==> config.mk <==
export PLATFORM = sky130hd
export DESIGN_NAME = frame_sequencer
export DESIGN_NICKNAME = d
export VERILOG_FILES = /design/src/rtl/frame_seq_pkg.sv /design/src/rtl/sram_client_mux.sv /design/src/rtl/frame_sequencer.sv
export SDC_FILE = /design/constraint.sdc
export NUM_CORES = 1
export LEC_CHECK = 0
export ABC_AREA = 1
export BUFFER_PORTS_ARGS = -buffer_cell sky130_fd_sc_hd__buf_2
export CAP_MARGIN = 20
export CORE_ASPECT_RATIO = 0.8
export CORE_MARGIN = 2
export CORE_UTILIZATION = 53
export CTS_BUF_LIST = sky130_fd_sc_hd__clkbuf_8
export DETAILED_ROUTE_END_ITERATION = 12
export PLACE_DENSITY_LB_ADDON = 0.25
export SYNTH_ARGS = -nofsm -noshare
export SYNTH_HDL_FRONTEND = slang
export SYNTH_HIERARCHICAL = 1
export SYNTH_SLANG_ARGS = --single-unit
==> constraint.sdc <==
create_clock -name clk -period 2.4 [get_ports clk]
set_input_delay 0.48 -clock clk [delete_from_list [all_inputs] [get_ports clk]]
set_output_delay 0.48 -clock clk [all_outputs]
set_load 0.005 [all_outputs]
==> src/rtl/frame_seq_pkg.sv <==
// Shared types for the frame sequencer: score word type and the sequencer state encoding.
package frame_seq_pkg;

    typedef logic signed [15:0] num;

    localparam int unsigned STATE_W = 3;

    typedef enum logic [STATE_W-1:0] {
        S_IDLE  = 3'd0,
        S_PROC  = 3'd1,
        S_NORM  = 3'd2,
        S_SEND  = 3'd3,
        S_FAULT = 3'd4
    } state_t;

endpackage

==> src/rtl/sram_client_mux.sv <==
// Routes one of the three phase clients onto the single SRAM port; drives zeros when no phase owns it.
module sram_client_mux
    import frame_seq_pkg::*;
#(
    parameter int unsigned ADDR_W = 21,
    parameter int unsigned DATA_W = 16
) (
    input  state_t              sel,
    input  logic                proc_wr,
    input  logic [ADDR_W-1:0]   proc_addr,
    input  logic [DATA_W-1:0]   proc_wdata,
    input  logic                norm_rd,
    input  logic                norm_wr,
    input  logic [ADDR_W-1:0]   norm_addr,
    input  logic [DATA_W-1:0]   norm_wdata,
    input  logic                send_rd,
    input  logic                send_wr,
    input  logic [ADDR_W-1:0]   send_addr,
    input  logic [DATA_W-1:0]   send_wdata,
    output logic                rd_c,
    output logic                wr_c,
    output logic [ADDR_W-1:0]   addr_c,
    output logic [DATA_W-1:0]   wdata_c
);

    always_comb begin
        rd_c    = 1'b0;
        wr_c    = 1'b0;
        addr_c  = '0;
        wdata_c = '0;
        case (sel)
            S_PROC: begin
                wr_c    = proc_wr;
                addr_c  = proc_addr;
                wdata_c = proc_wdata;
            end
            S_NORM: begin
                rd_c    = norm_rd;
                wr_c    = norm_wr;
                addr_c  = norm_addr;
                wdata_c = norm_wdata;
            end
            S_SEND: begin
                rd_c    = send_rd;
                wr_c    = send_wr;
                addr_c  = send_addr;
                wdata_c = send_wdata;
            end
            default: ;
        endcase
    end

endmodule

==> src/rtl/frame_sequencer.sv <==
// Frame-level controller: sequences each vector through PROC, NORM and SEND, queues one
// pending vector, guards every phase with a watchdog and owns the shared SRAM port.
module frame_sequencer
    import frame_seq_pkg::*;
#(
    parameter int unsigned ADDR_W      = 21,
    parameter int unsigned DATA_W      = 16,
    parameter int unsigned IDX_W       = 8,
    parameter int unsigned STRIDE_LOG2 = 1,
    parameter int unsigned WDOG_W      = 20,
    parameter int unsigned LED_W       = 26,
    parameter int unsigned OVR_W       = 8
) (
    input  logic                clk,
    input  logic                reset,
    input  logic                vec_valid,
    input  logic                last_senone,
    input  logic                norm_done,
    input  logic                send_done,
    input  logic                score_ready,
    input  logic [IDX_W-1:0]    senone_idx,
    input  logic [DATA_W-1:0]   senone_score,
    input  logic                norm_rd,
    input  logic                norm_wr,
    input  logic [ADDR_W-1:0]   norm_addr,
    input  logic [DATA_W-1:0]   norm_wdata,
    input  logic                send_rd,
    input  logic                send_wr,
    input  logic [ADDR_W-1:0]   send_addr,
    input  logic [DATA_W-1:0]   send_wdata,
    input  logic                sram_idle,
    input  logic                fault_clr,
    output logic                vec_accept,
    output logic                start_norm,
    output logic                start_send,
    output logic                sram_rd,
    output logic                sram_wr,
    output logic [ADDR_W-1:0]   sram_addr,
    output logic [DATA_W-1:0]   sram_wdata,
    output logic [STATE_W-1:0]  state_code,
    output logic                fault,
    output logic [OVR_W-1:0]    overruns,
    output logic [15:0]         frame_count,
    output logic                status_led
);

    localparam int unsigned FRAME_W = 16;

    state_t              state, state_d;
    logic                pending, pending_d;
    logic [OVR_W-1:0]    overruns_d;
    logic [FRAME_W-1:0]  frame_d;
    logic [WDOG_W-1:0]   wdog, wdog_d, wdog_inc;
    logic [LED_W-1:0]    presc, presc_d;
    logic                vec_accept_d, start_norm_d, start_send_d, fault_d, led_d;
    logic                active_c, expire_c, enter_proc_c;
    logic [ADDR_W-1:0]   proc_addr_c;

    assign state_code  = state;
    assign proc_addr_c = ADDR_W'(senone_idx) << STRIDE_LOG2;

    // State register and all registered outputs
    always_ff @(posedge clk or negedge reset) begin
        if (!reset) begin
            state       <= S_IDLE;
            pending     <= 1'b0;
            overruns    <= '0;
            frame_count <= '0;
            wdog        <= '0;
            presc       <= '0;
            vec_accept  <= 1'b0;
            start_norm  <= 1'b0;
            start_send  <= 1'b0;
            fault       <= 1'b0;
            status_led  <= 1'b1;
        end else begin
            state       <= state_d;
            pending     <= pending_d;
            overruns    <= overruns_d;
            frame_count <= frame_d;
            wdog        <= wdog_d;
            presc       <= presc_d;
            vec_accept  <= vec_accept_d;
            start_norm  <= start_norm_d;
            start_send  <= start_send_d;
            fault       <= fault_d;
            status_led  <= led_d;
        end
    end

    // Next-state, pending queue, counters and output next-values
    always_comb begin
        state_d    = state;
        pending_d  = pending;
        overruns_d = overruns;
        frame_d    = frame_count;
        presc_d    = presc + LED_W'(1);
        wdog_inc   = wdog + WDOG_W'(1);
        active_c   = (state == S_PROC) || (state == S_NORM) || (state == S_SEND);
        // The phase is abandoned on the edge where the counter would reach all-ones.
        expire_c   = active_c && (wdog_inc == '1);

        case (state)
            S_IDLE:  if (vec_valid || pending) state_d = S_PROC;
            S_PROC:  if (last_senone) state_d = S_NORM;
                     else if (expire_c) state_d = S_FAULT;
            S_NORM:  if (norm_done) state_d = S_SEND;
                     else if (expire_c) state_d = S_FAULT;
            S_SEND: begin
                if (send_done) begin
                    frame_d = frame_count + FRAME_W'(1);
                    state_d = (pending || vec_valid) ? S_PROC : S_IDLE;
                end else if (expire_c) begin
                    state_d = S_FAULT;
                end
            end
            S_FAULT: if (fault_clr) state_d = S_IDLE;
            default: state_d = S_IDLE;
        endcase

        enter_proc_c = (state_d == S_PROC) && (state != S_PROC);

        // Entry takes the queued vector first; a simultaneous new one refills the slot.
        if (enter_proc_c) begin
            pending_d = pending & vec_valid;
        end else if (vec_valid) begin
            if (!pending) begin
                pending_d = 1'b1;
            end else if (overruns != '1) begin
                overruns_d = overruns + OVR_W'(1);
            end
        end

        wdog_d       = (state_d != state) ? '0 : (active_c ? wdog_inc : wdog);
        vec_accept_d = enter_proc_c;
        start_norm_d = (state == S_NORM) && (state_d == S_NORM) && (start_norm || sram_idle);
        start_send_d = (state == S_SEND) && (state_d == S_SEND) && (start_send || sram_idle);
        fault_d      = (state_d == S_FAULT);

        case (state_d)
            S_PROC:  led_d = presc_d[LED_W-1];
            S_NORM:  led_d = presc_d[LED_W-2];
            S_SEND:  led_d = presc_d[LED_W-3];
            S_FAULT: led_d = presc_d[LED_W-4];
            default: led_d = 1'b1;
        endcase
    end

    sram_client_mux #(
        .ADDR_W (ADDR_W),
        .DATA_W (DATA_W)
    ) u_sram_mux (
        .sel        (state),
        .proc_wr    (score_ready),
        .proc_addr  (proc_addr_c),
        .proc_wdata (senone_score),
        .norm_rd    (norm_rd),
        .norm_wr    (norm_wr),
        .norm_addr  (norm_addr),
        .norm_wdata (norm_wdata),
        .send_rd    (send_rd),
        .send_wr    (send_wr),
        .send_addr  (send_addr),
        .send_wdata (send_wdata),
        .rd_c       (sram_rd),
        .wr_c       (sram_wr),
        .addr_c     (sram_addr),
        .wdata_c    (sram_wdata)
    );

endmodule
==> qor.txt, run 1 <==
Global Route Usage Sum: 0.2663
Avg Cell Area, Syn: 7.760 um^2
Slew Limit Headroom: 0.5537
ANT nets after route: 0
Max-cap check violation count: 0
Num ports: 182
Synth top area cells: dfrtp_1, nand4_1, nand2_1
Reg2reg start: wdog[1]$_DFFE_PN0P_
Seq pwr share: 0.271
Largest net degree at the start of global routing: 79
VDD IR max: 0.0007247 V
Gate power share: 0.585
CP Data Required Time: 2640 ps
Switch Pwr: 3256 uW
H-tree levels: 3
Post-route insts no fill: 1062
Min Hold Slack: 135.3 ps
Worst setup margin: -101.6 ps
Total grt overflow: 0
Post-synth EDFFs: 0
IO Port Bufs: 181
Top cell type's share of synthesized area: 0.3474
Layout net count: 1033
DR vias: 6085
Leakage dissipation: 0.003574 uW
Count of pins over their slew limit: 0
Clock Latency Late Sink: 360 ps
Site row count: 33
Ys async rst share: 1.000
Layout cells sized above 1: 0.3460
Clock power share: 0.144
Final HPWL DP: 11760 um
Post-route cell area: 0.007139 mm^2
Clock slew at reported path FFs: 80 ps
Reg2reg end: wdog[19]$_DFFE_PN0P_
CP Launch Type: flop
Failing checks: negative setup slack
Post-route clock period utilization: 1.042
PnR Total Power: 6897 uW
Initial Utilization: 0.5464
Post-synth top cells: nand4_1, nand2_1, dfrtp_1
Pre-Repair DR Iteration Count: 6
Largest area contributor in the netlist: dfrtp_1
Int Pwr: 3641 uW
CTS tree: built
Top FF cell, synth: dfrtp_1
Placer Congestion: 0.9876
Syn Std Cell Area: 0.005618 mm^2
Initial antenna violation count: 0
R2r setup slk: -100 ps
Setup crit end kind: flop
Worst slew pin tran: 668.5 ps
Cells after Synth: 724
Wire per inst: 16.26 um
Critical path class: reg2reg
Post-placement cell area: 0.006576 mm^2
Hold Crit Class: in2async
Worst EP arrival: 2740 ps
RSZ-0062 raised after global routing: true
Vias in the first global route: 5101
Die W: 119.1 um
F_max: 0.3997 GHz
Placed insts: 1030
Clock buffer count from CTS: 9
Worst clock skew: 9.118 ps
Sw Share: 0.4721
Core Region: 0.01028 mm^2
Final setup violation count: 20
Cell with the most instances after synthesis: nand4_1
Netlist cell types: 41
#FFs+latches synth: 79
Layout fillers: 820
DR iter-0 viols: 587
Sequential element share of the synthesized area: 0.3521
Die Area: 0.01144 mm^2
R2R depth: 17
Area grow syn2layout: 27.08%
Run status: finished, violations left
DR vias/cell: 5.730
ANT cells: 0
CP Max Fanout: 7
Post-CTS Hold Fix Bufs: 0
Total routed wirelength: 17270 um
PwrDens: 966.0 mW/mm^2
Global-route wire length before repair: 24650 um
DRC violations left: 0
Die Y-Extent: 96.09 um
Clk buf depth: 2
Clock sink count: 79
Final-report hold violation count: 0
Clock root buffer: clkbuf_8
Syn. warnings: 6
Minimum clock period: 2502 ps
layer usage:
metal	vias to the layer above	GRT usage	routed length, um
met5	-	0	0
met1	2867	0.3673	7310
met4	0	0.07937	377
li1	2875	-	-
met3	40	0.07109	1452
met2	303	0.4143	8125
flip-flops by register name, indices dropped and copies added, names as in the netlist:
register,cells
vec_accept,1
overruns,8
presc,26
pending,1
state_code,3
start_send,1
start_norm,1
wdog,20
fault,1
frame_count,16
status_led,1
power groups by stage:
| stage | clock network [uW] | registers (uW) | logic (uW) |
|---|---|---|---|
| 3_3_place_gp | 0 | 1840 | 3290 |
| 5_1_grt | 1070 | 1900 | 4410 |
| 3_5_place_dp | 0 | 1850 | 3390 |
| 4_1_cts | 1010 | 1820 | 3440 |
| 2_1_floorplan | 0 | 1800 | 2590 |
| 6_report | 992 | 1870 | 4040 |
metrics by stage:
stage                     utilization  setup WS, ps  TNS [ps]
after global placement         0.6397         142.9         0
after detailed placement       0.6397         7.371         0
after CTS                      0.6606         23.82         0
final                          0.6944        -101.6     -1708
after global routing           0.6944        -242.3     -4688
after floorplan                     -         306.2         0
cells in the final DEF (no fill, tap or decap), types with 24 or more instances in the layout:
cell type    n
buf_4       24
inv_1       54
dfrtp_1     71
buf_2      180
nor2_2      25
nor2_1      47
nand4_1    134
xor2_1      28
nand2_1    123
nand3_1     64
area by class of cell:
| class | count | area [um^2] | share of cell area |
|---|---|---|---|
| multi-input cells | 556 | 3316 | 0.4644 |
| flip-flops and latches | 79 | 1987 | 0.2783 |
| repair buffers | 213 | 1240 | 0.1737 |
| inverters | 58 | 222.7 | 0.03120 |
| well taps | 140 | 175.2 | 0.02454 |
| clock buffers | 10 | 137.6 | 0.01928 |
| clock inverters | 6 | 61.31 | 0.008587 |
timing repair:
action                                  4_1_cts  5_1_grt
pin swaps                                     0       22
gates cloned                                  0        3
endpoints found under the setup margin       35       54
buffers inserted                              1       12
resized for setup                             3       49
critical path, stage by stage, from the launching register on:
cell,delay (ps)
dfrtp_2,430
ha_4,190
nand2_4,60
nor2_4,200
nand3_2,120
nor2_1,110
nor2_1,60
nor2_2,200
inv_2,80
nor2_4,110
nand3_4,130
nand2_4,110
nand2_4,70
nand2_2,80
nand2_2,80
nand3_4,130
clkbuf_16,190
nor2_2,40
worst max path at each step:
stage | endpoint | start | slack, ps
after floorplan | wdog[19]$_DFFE_PN0P_ | wdog[1]$_DFFE_PN0P_ | 310
after global placement | wdog[6]$_DFFE_PN0P_ | wdog[1]$_DFFE_PN0P_ | 140
after detailed placement | wdog[10]$_DFFE_PN0P_ | wdog[1]$_DFFE_PN0P_ | 7
after CTS | wdog[10]$_DFFE_PN0P_ | wdog[0]$_DFFE_PN0P_ | 20
after global routing | wdog[16]$_DFFE_PN0P_ | wdog[1]$_DFFE_PN0P_ | -240
final | wdog[19]$_DFFE_PN0P_ | wdog[1]$_DFFE_PN0P_ | -100
logic make-up after synthesis:
family	Yosys count	share of synthesized area
flip-flops	79	0.3521
adder cells (fa/ha/maj)	6	0.01292
XOR/XNOR	46	0.07171
AND/OR/NAND/NOR	458	0.4321
multiplexers	1	0.002004
AO/OA/AOI/OAI	32	0.03096
other	1	0.0006675
buffers and inverters	101	0.09755
No activity file was read; power rests on OpenSTA's default activity.
==> run 2: changes to the inputs <==
--- a/config.mk
+++ b/config.mk
@@ -13,6 +13,7 @@
 export CORE_UTILIZATION = 53
 export CTS_BUF_LIST = sky130_fd_sc_hd__clkbuf_8
 export DETAILED_ROUTE_END_ITERATION = 12
+export GPL_TIMING_DRIVEN = 0
 export PLACE_DENSITY_LB_ADDON = 0.25
 export SYNTH_ARGS = -nofsm -noshare
 export SYNTH_HDL_FRONTEND = slang
==> run 2 against run 1 <==
  * First-iteration DRC count unchanged
  * Largest cell class unchanged
  * Combinational power up 5%
  * Clock power about the same
  * Design area up 2.4%
  * Wire length up 0.46%
  * The flow still finishes with violations (negative setup slack)
  * Register-to-register slack better by 50 ps
  * Worst setup slack better by 49 ps
  * Final cell count up 2.4%
  * Critical path depth down 1
  * Clock skew up 3.7 ps
==> qor.txt, run 2 (synthesized netlist as in run 1, its figures left out) <==
Run status: finished, violations left
Failing checks: negative setup slack
Worst slew pin tran: 553.2 ps (-115.2 ps)
Site row count: 33 (unchanged)
Total grt overflow: 0 (unchanged)
RSZ-0062 raised after global routing: true
Post-route insts no fill: 1088 (+2.4%)
Final core utilization: 0.7111 (+0.01667)
Met3 usage: 0.06220 (-0.008886)
Leading registers by flop count: presc x26, wdog x20, frame_count x16
Vias in the first global route: 5238 (+2.7%)
Die Area: 0.01144 mm^2 (unchanged)
Largest net degree at the start of global routing: 55 (-30%)
Num ports: 182 (unchanged)
Worst setup margin: -52.57 ps (+49.00 ps)
DR vias: 6214 (+2.1%)
DR vias/cell: 5.711 (-0.32%)
Commonest cells after routing, fill and taps aside: buf_2, nand4_1, nand2_1
Clk buf depth: 2 (unchanged)
Layout net count: 1059 (+2.5%)
Clock power share: 0.140 (-0.004)
Clock Latency Late Sink: 360 ps (about the same)
Clock slew at reported path FFs: 90 ps (about the same)
Die Y-Extent: 96.09 um (unchanged)
ANT nets after route: 0 (unchanged)
CTS tree: built
Int Pwr: 3712 uW (+1.9%)
Clock root buffer: clkbuf_8
CP Data Required Time: 2700 ps (+60 ps)
Core Region: 0.01028 mm^2 (unchanged)
Switch Pwr: 3361 uW (+3.2%)
Pre-Repair DR Iteration Count: 6 (unchanged)
H-tree levels: 3 (unchanged)
Layout cells sized above 1: 0.3608 (+0.01477)
Critical path class: reg2reg
Worst slack, placed: -82.46 ps (-89.83 ps)
Final HPWL DP: 12640 um (+7.5%)
Worst EP arrival: 2750 ps (about the same)
Gate power share: 0.597 (+0.012)
Post-route clock period utilization: 1.022 (-0.02042)
Final setup violation count: 20 (unchanged)
CP Launch Type: flop
Post-CTS Hold Fix Bufs: 0 (unchanged)
PwrDens: 967.4 mW/mm^2 (+0.15%)
GR peak layer: met1
F_max: 0.4077 GHz (+2.0%)
Clock buffer count from CTS: 9 (unchanged)
Global Route Usage Sum: 0.2808 (+0.01447)
Wire per inst: 15.94 um (-1.9%)
Slew Limit Headroom: 0.6273 (+0.07357)
ANT cells: 0 (unchanged)
Hold Crit Class: in2async
VDD IR max: 0.0006848 V (-5.5%)
Max-cap check violation count: 0 (unchanged)
DRC violations left: 0 (unchanged)
Die W: 119.1 um (unchanged)
Met1 GRT Util: 0.4221 (+0.05481)
Initial antenna violation count: 0 (unchanged)
Clock sink count: 79 (unchanged)
CP Max Fanout: 10 (+3)
IO Port Bufs: 181 (unchanged)
Max FFs per register: 26 (unchanged)
Sw Share: 0.4752 (+0.003147)
Worst clock skew: 12.79 ps (+3.670 ps)
Initial Utilization: 0.5464 (unchanged)
Final-report hold violation count: 0 (unchanged)
Total routed wirelength: 17350 um (+0.46%)
Minimum clock period: 2453 ps (-49.00 ps)
M2 GR Usage: 0.4114 (-0.002874)
Biggest register: presc
Placed insts: 1058 (+2.7%)
Commonest non-fill, non-tap cell in the layout: buf_2
Placer Congestion: 0.8908 (-9.8%)
Count of pins over their slew limit: 0 (unchanged)
Area grow syn2layout: 30.13%
Min Hold Slack: 26.49 ps (-108.8 ps)
Global-route wire length before repair: 25840 um (+4.8%)
Seq pwr share: 0.263 (-0.008)
Setup crit end kind: flop
PnR Total Power: 7073 uW (+2.6%)
Leakage dissipation: 0.003669 uW (+2.7%)
DR iter-0 viols: 587 (unchanged)
==> run 2: cell count changes in the layout (fill, tap and decap cells not counted), moves of 3 or more <==
| cell | previous run | this run |
|---|---|---|
| buf_4 | 24 | 20 |
| buf_6 | 3 | 13 |
| inv_6 | 1 | 4 |
| dfrtp_2 | 7 | 4 |
| clkbuf_1 | 0 | 3 |
| inv_1 | 54 | 50 |
| nor2_2 | 25 | 20 |
| dfrtp_1 | 71 | 74 |
| nor2_4 | 13 | 18 |
| buf_2 | 180 | 199 |
==> run 2: repair_timing <==
item,in CTS,in global routing
resized for setup,4,51
gates cloned,0,1
pin swaps,1,8
endpoints found under the setup margin,20,31
setup buffers,2,11
==> run 2: per-stage QoR <==
step,area [um^2],TNS (ps)
final,7311,-704.8
after global routing,7311,-3275
after CTS,7002,0
after detailed placement,6774,-1484
after global placement,6744,-761.4
after floorplan,5663,0
==> run 2: worst max-delay path: stages, from the launching register on <==
cell	delay (ps)
dfrtp_1	430
ha_4	190
nand2_4	60
nor2_4	210
nand3_2	160
nor2_2	110
nor2_1	60
nor2_2	160
inv_2	60
nor2_4	130
nand3_4	130
nand2_4	110
nand3_2	70
nand2_2	100
nand3_4	130
buf_12	180
nor2_2	90
==> run 2: layout make-up <==
cell class	instances	area (um^2)
Buffer	43	330.3
Clock buffer	10	137.6
Clock inverter	6	57.56
Fill cell	832	2970
Inverter	58	222.7
Multi-Input combinational cell	556	3338
Sequential cell	79	1983
Tap cell	140	175.2
Timing Repair Buffer	196	1066
==> run 2: routing by layer <==
metal	up-vias	part of all wire
met4	0	0.019
met3	49	0.10
met5	-	0
li1	2944	-
met2	375	0.45
met1	2846	0.43
==> run 2: path summary, 6_finish.rpt <==
kind	depth (start not counted)	startpoint	slack [ps]	end
max	16	wdog[1]$_DFFE_PN0P_	-50	wdog[8]$_DFFE_PN0P_
min	1	reset	30	wdog[18]$_DFFE_PN0P_
max reg2reg	16	wdog[1]$_DFFE_PN0P_	-50	wdog[8]$_DFFE_PN0P_
min reg2reg	1	presc[0]$_DFF_PN0_	470	presc[0]$_DFF_PN0_
max in group asynchronous	2	reset	1790	frame_count[6]$_DFFE_PN0P_
min in group clk	2	vec_valid	420	pending$_DFFE_PN0P_
==> run 2: power groups by stage <==
stage                     registers (uW)  logic [uW]  clock network, uW
final                               1860        4230                991
after global routing                1890        4610               1060
after CTS                           1830        3840               1010
after detailed placement            1860        3790                  0
after global placement              1860        3760                  0
after floorplan                     1800        2590                  0
==> run 3: changes to the inputs <==
--- a/config.mk
+++ b/config.mk
@@ -10,12 +10,11 @@
 export CAP_MARGIN = 20
 export CORE_ASPECT_RATIO = 0.8
 export CORE_MARGIN = 2
-export CORE_UTILIZATION = 53
+export CORE_UTILIZATION = 51
 export CTS_BUF_LIST = sky130_fd_sc_hd__clkbuf_8
 export DETAILED_ROUTE_END_ITERATION = 12
 export GPL_TIMING_DRIVEN = 0
-export PLACE_DENSITY_LB_ADDON = 0.25
+export PLACE_DENSITY = 0.81
 export SYNTH_ARGS = -nofsm -noshare
 export SYNTH_HDL_FRONTEND = slang
-export SYNTH_HIERARCHICAL = 1
 export SYNTH_SLANG_ARGS = --single-unit
==> run 3 against run 2 <==
  * The run still ends with negative setup slack left
  * Flip-flop and latch count stayed put
  * Non-clock buffer count is 18 lower
  * Die area is 12% lower
  * Clock-buffer cell count is 1 lower
  * Register-to-register slack worse by 50 ps
  * Clock skew is 3.2 ps lower
  * Sequential share of layout area is 3.1 points higher
  * Power is 4.9% lower
  * Largest cell class unchanged
==> qor.txt, run 3 <==
ANT cells: 0 (unchanged)
Storage cell area: 0.001981 mm^2 (-0.13%)
Post-synth top cells: nand2_1, dfrtp_1, inv_1
Clock Latency Late Sink: 360 ps (about the same)
Clock buffer count from CTS: 9 (unchanged)
Core Region: 0.009076 mm^2 (-12%)
Site row count: 31 (-6.1%)
DR vias: 5025 (-19%)
Post-route insts no fill: 934 (-14%)
Cell with the most instances after synthesis: nand2_1
Clk buf depth: 2 (unchanged)
Commonest non-fill, non-tap cell in the layout: buf_2
Leakage dissipation: 0.003347 uW (-8.8%)
Failing checks: negative setup slack
Initial antenna violation count: 1 (+1)
Layout fillers: 663 (-20%)
Global Route Usage Sum: 0.2612 (-0.01957)
DR iter-0 viols: 350 (-40%)
#FFs+latches synth: 79 (unchanged)
Multi-input logic area: 0.002700 mm^2 (-19%)
Placer Congestion: 0.9469 (+6.3%)
F_max: 0.3996 GHz (-2.0%)
CP Max Fanout: 6 (-4)
Slew Limit Headroom: 0.7016 (+0.07428)
CP Launch Type: flop
RSZ-0062 raised after global routing: true
Layout cells sized above 1: 0.3810 (+0.02019)
Die Area: 0.01012 mm^2 (-12%)
Final-report hold violation count: 0 (unchanged)
Clock sink count: 79 (unchanged)
Total grt overflow: 0 (unchanged)
Max FFs per register: 26 (unchanged)
Minimum clock period: 2503 ps (+50.12 ps)
Area grow syn2layout: 37.74%
R2R depth: 16 (unchanged)
Syn. warnings: 0 (-6)
Worst slew pin tran: 443.0 ps (-110.3 ps)
Switch Pwr: 2943 uW (-12%)
Reg2reg start: wdog[1]$_DFFE_PN0P_
Top cell type's share of synthesized area: 0.4105 (+0.06309)
Worst Hold End: start_send$_DFF_PN0_
H-tree levels: 3 (unchanged)
Critical path class: reg2reg
Leading registers by flop count: presc x26, wdog x20, frame_count x16
Post-synth EDFFs: 0 (unchanged)
DRC violations left: 0 (unchanged)
Die W: 112.0 um (-6.0%)
Hold Crit Class: in2reg
CTS tree: built
Layout net count: 931 (-12%)
IO Port Bufs: 181 (unchanged)
Top FF cell, synth: dfrtp_1
PnR Total Power: 6727 uW (-4.9%)
ANT nets after route: 0 (unchanged)
Largest net degree at the start of global routing: 72 (+31%)
Die Y-Extent: 90.36 um (-6.0%)
Ys async rst share: 1.000 (unchanged)
Gate power share: 0.549 (-0.048)
Synth top area cells: dfrtp_1, nand2_1, xor2_1
Worst EP arrival: 2740 ps (about the same)
Netlist cell types: 46 (+12%)
Worst setup margin: -102.7 ps (-50.12 ps)
Seq pwr share: 0.286 (+0.023)
Clock slew at reported path FFs: 80 ps (about the same)
Count of pins over their slew limit: 0 (unchanged)
Run status: finished, violations left
VDD IR max: 0.0006704 V (-2.1%)
Initial Utilization: 0.5238 (-0.02258)
Cells after Synth: 599 (-17%)
Total routed wirelength: 14480 um (-17%)
Pre-Repair DR Iteration Count: 5 (-1)
Final HPWL DP: 10440 um (-17%)
CP startpoint: wdog[1]$_DFFE_PN0P_
R2r setup slk: -100 ps (-50 ps)
Post-route clock period utilization: 1.043 (+0.02088)
Placed insts: 896 (-15%)
Commonest cells after routing, fill and taps aside: buf_2, nand2_1, dfrtp_1
Num ports: 182 (unchanged)
Wire per inst: 15.50 um (-2.8%)
CP Data Required Time: 2640 ps (-60 ps)
Worst Min Path Start: send_done
Avg Cell Area, Syn: 7.937 um^2 (+2.3%)
Setup crit end kind: flop
Final setup violation count: 20 (unchanged)
Sequential element share of the synthesized area: 0.4161 (+0.06394)
Sw Share: 0.4375 (-0.03767)
Worst clock skew: 9.562 ps (-3.226 ps)
PwrDens: 1027 mW/mm^2 (+6.2%)
Clock root buffer: clkbuf_8
DR vias/cell: 5.380 (-5.8%)
Syn Std Cell Area: 0.004755 mm^2 (-15%)
Hold path depth: 2
Max-cap check violation count: 0 (unchanged)
Int Pwr: 3784 uW (+1.9%)
Reg2reg end: wdog[13]$_DFFE_PN0P_
Vias in the first global route: 4548 (-13%)
Biggest register: presc
Largest area contributor in the netlist: dfrtp_1
Global-route wire length before repair: 21620 um (-16%)
Clock power share: 0.164 (+0.024)
Mapped Nets: 715
==> run 3: power by group through the flow <==
stage,combinational [uW],sequential (uW),clock [uW]
2_1_floorplan,1790,1860,0
3_3_place_gp,2730,1890,0
3_5_place_dp,2820,1910,0
4_1_cts,2940,1900,1130
5_1_grt,4020,1970,1180
6_report,3700,1930,1110
==> run 3: cell families (layout without fill, tap and decap cells) <==
| family | count (synthesis) | after routing | synth area share |
|---|---|---|---|
| flip-flops | 79 | 79 | 0.4161 |
| adder cells (fa/ha/maj) | 5 | 5 | 0.01316 |
| AO/OA/AOI/OAI | 69 | 69 | 0.09948 |
| XOR/XNOR | 48 | 48 | 0.08842 |
| buffers and inverters | 72 | 292 | 0.06237 |
| multiplexers | 2 | 2 | 0.004474 |
| AND/OR/NAND/NOR | 324 | 324 | 0.3161 |
==> run 3: worst max-delay path by stage <==
| stage | to | cells after the start |
|---|---|---|
| after floorplan | wdog[19]$_DFFE_PN0P_ | 16 |
| after global placement | sram_wdata[10] | 7 |
| after detailed placement | sram_wr | 7 |
| after CTS | wdog[7]$_DFFE_PN0P_ | 16 |
| after global routing | wdog[13]$_DFFE_PN0P_ | 16 |
| final | wdog[13]$_DFFE_PN0P_ | 16 |
==> run 3: critical path, stage by stage, from the launching register on <==
cell	delay, ps
dfrtp_1	420
ha_4	180
nand2_4	50
nor2_4	220
nand2_2	90
nor2_2	130
xor2_1	200
nand2_1	110
nor2_2	110
nand3_2	140
nand2_1	120
nand2_2	70
nand2_2	70
o31ai_2	80
nand3_4	160
clkbuf_16	190
nor2_4	30
==> run 3: cell type report <==
cell class                 count  area share
buffer                        16     0.02274
clock inverter                 6     0.01452
multi-input combinational    448      0.4123
inverter                      56     0.03210
clock buffer                   9     0.01891
sequential                    79      0.3024
timing repair buffer         205      0.1750
tap                          115     0.02197
==> run 3: through the flow <==
| stage | setup slack (ps) | area [um^2] | setup TNS, ps | utilization | hold WS (ps) |
|---|---|---|---|---|---|
| finish | -102.7 | 6549 | -1546 | 0.7215 | 319.0 |
| CTS | 1.250 | 6148 | 0 | 0.6774 | 308.0 |
| global placement | -75.93 | 5804 | -192.7 | 0.6395 | 437.8 |
| detailed placement | -126.9 | 5834 | -1742 | 0.6428 | 326.7 |
| floorplan | 286.5 | 4755 | 0 | - | 184.4 |
| global route | -255.5 | 6549 | -4801 | 0.7215 | 314.3 |
==> run 3: timing repair <==
item	CTS	global route
setup buffers	4	16
setup endpoints to repair	60	48
hold endpoints to repair	8	0
resized for setup	21	59
pin swaps	2	7
cloned	0	2
hold buffers	1	0
==> run 3: layer usage <==
metal,wire length [um],global-route usage,vias up
li1,-,-,2403
met1,5901,0.3482,2373
met2,6907,0.4152,205
met3,1331,0.09463,42
met4,331,0.05183,2
met5,7,0,-
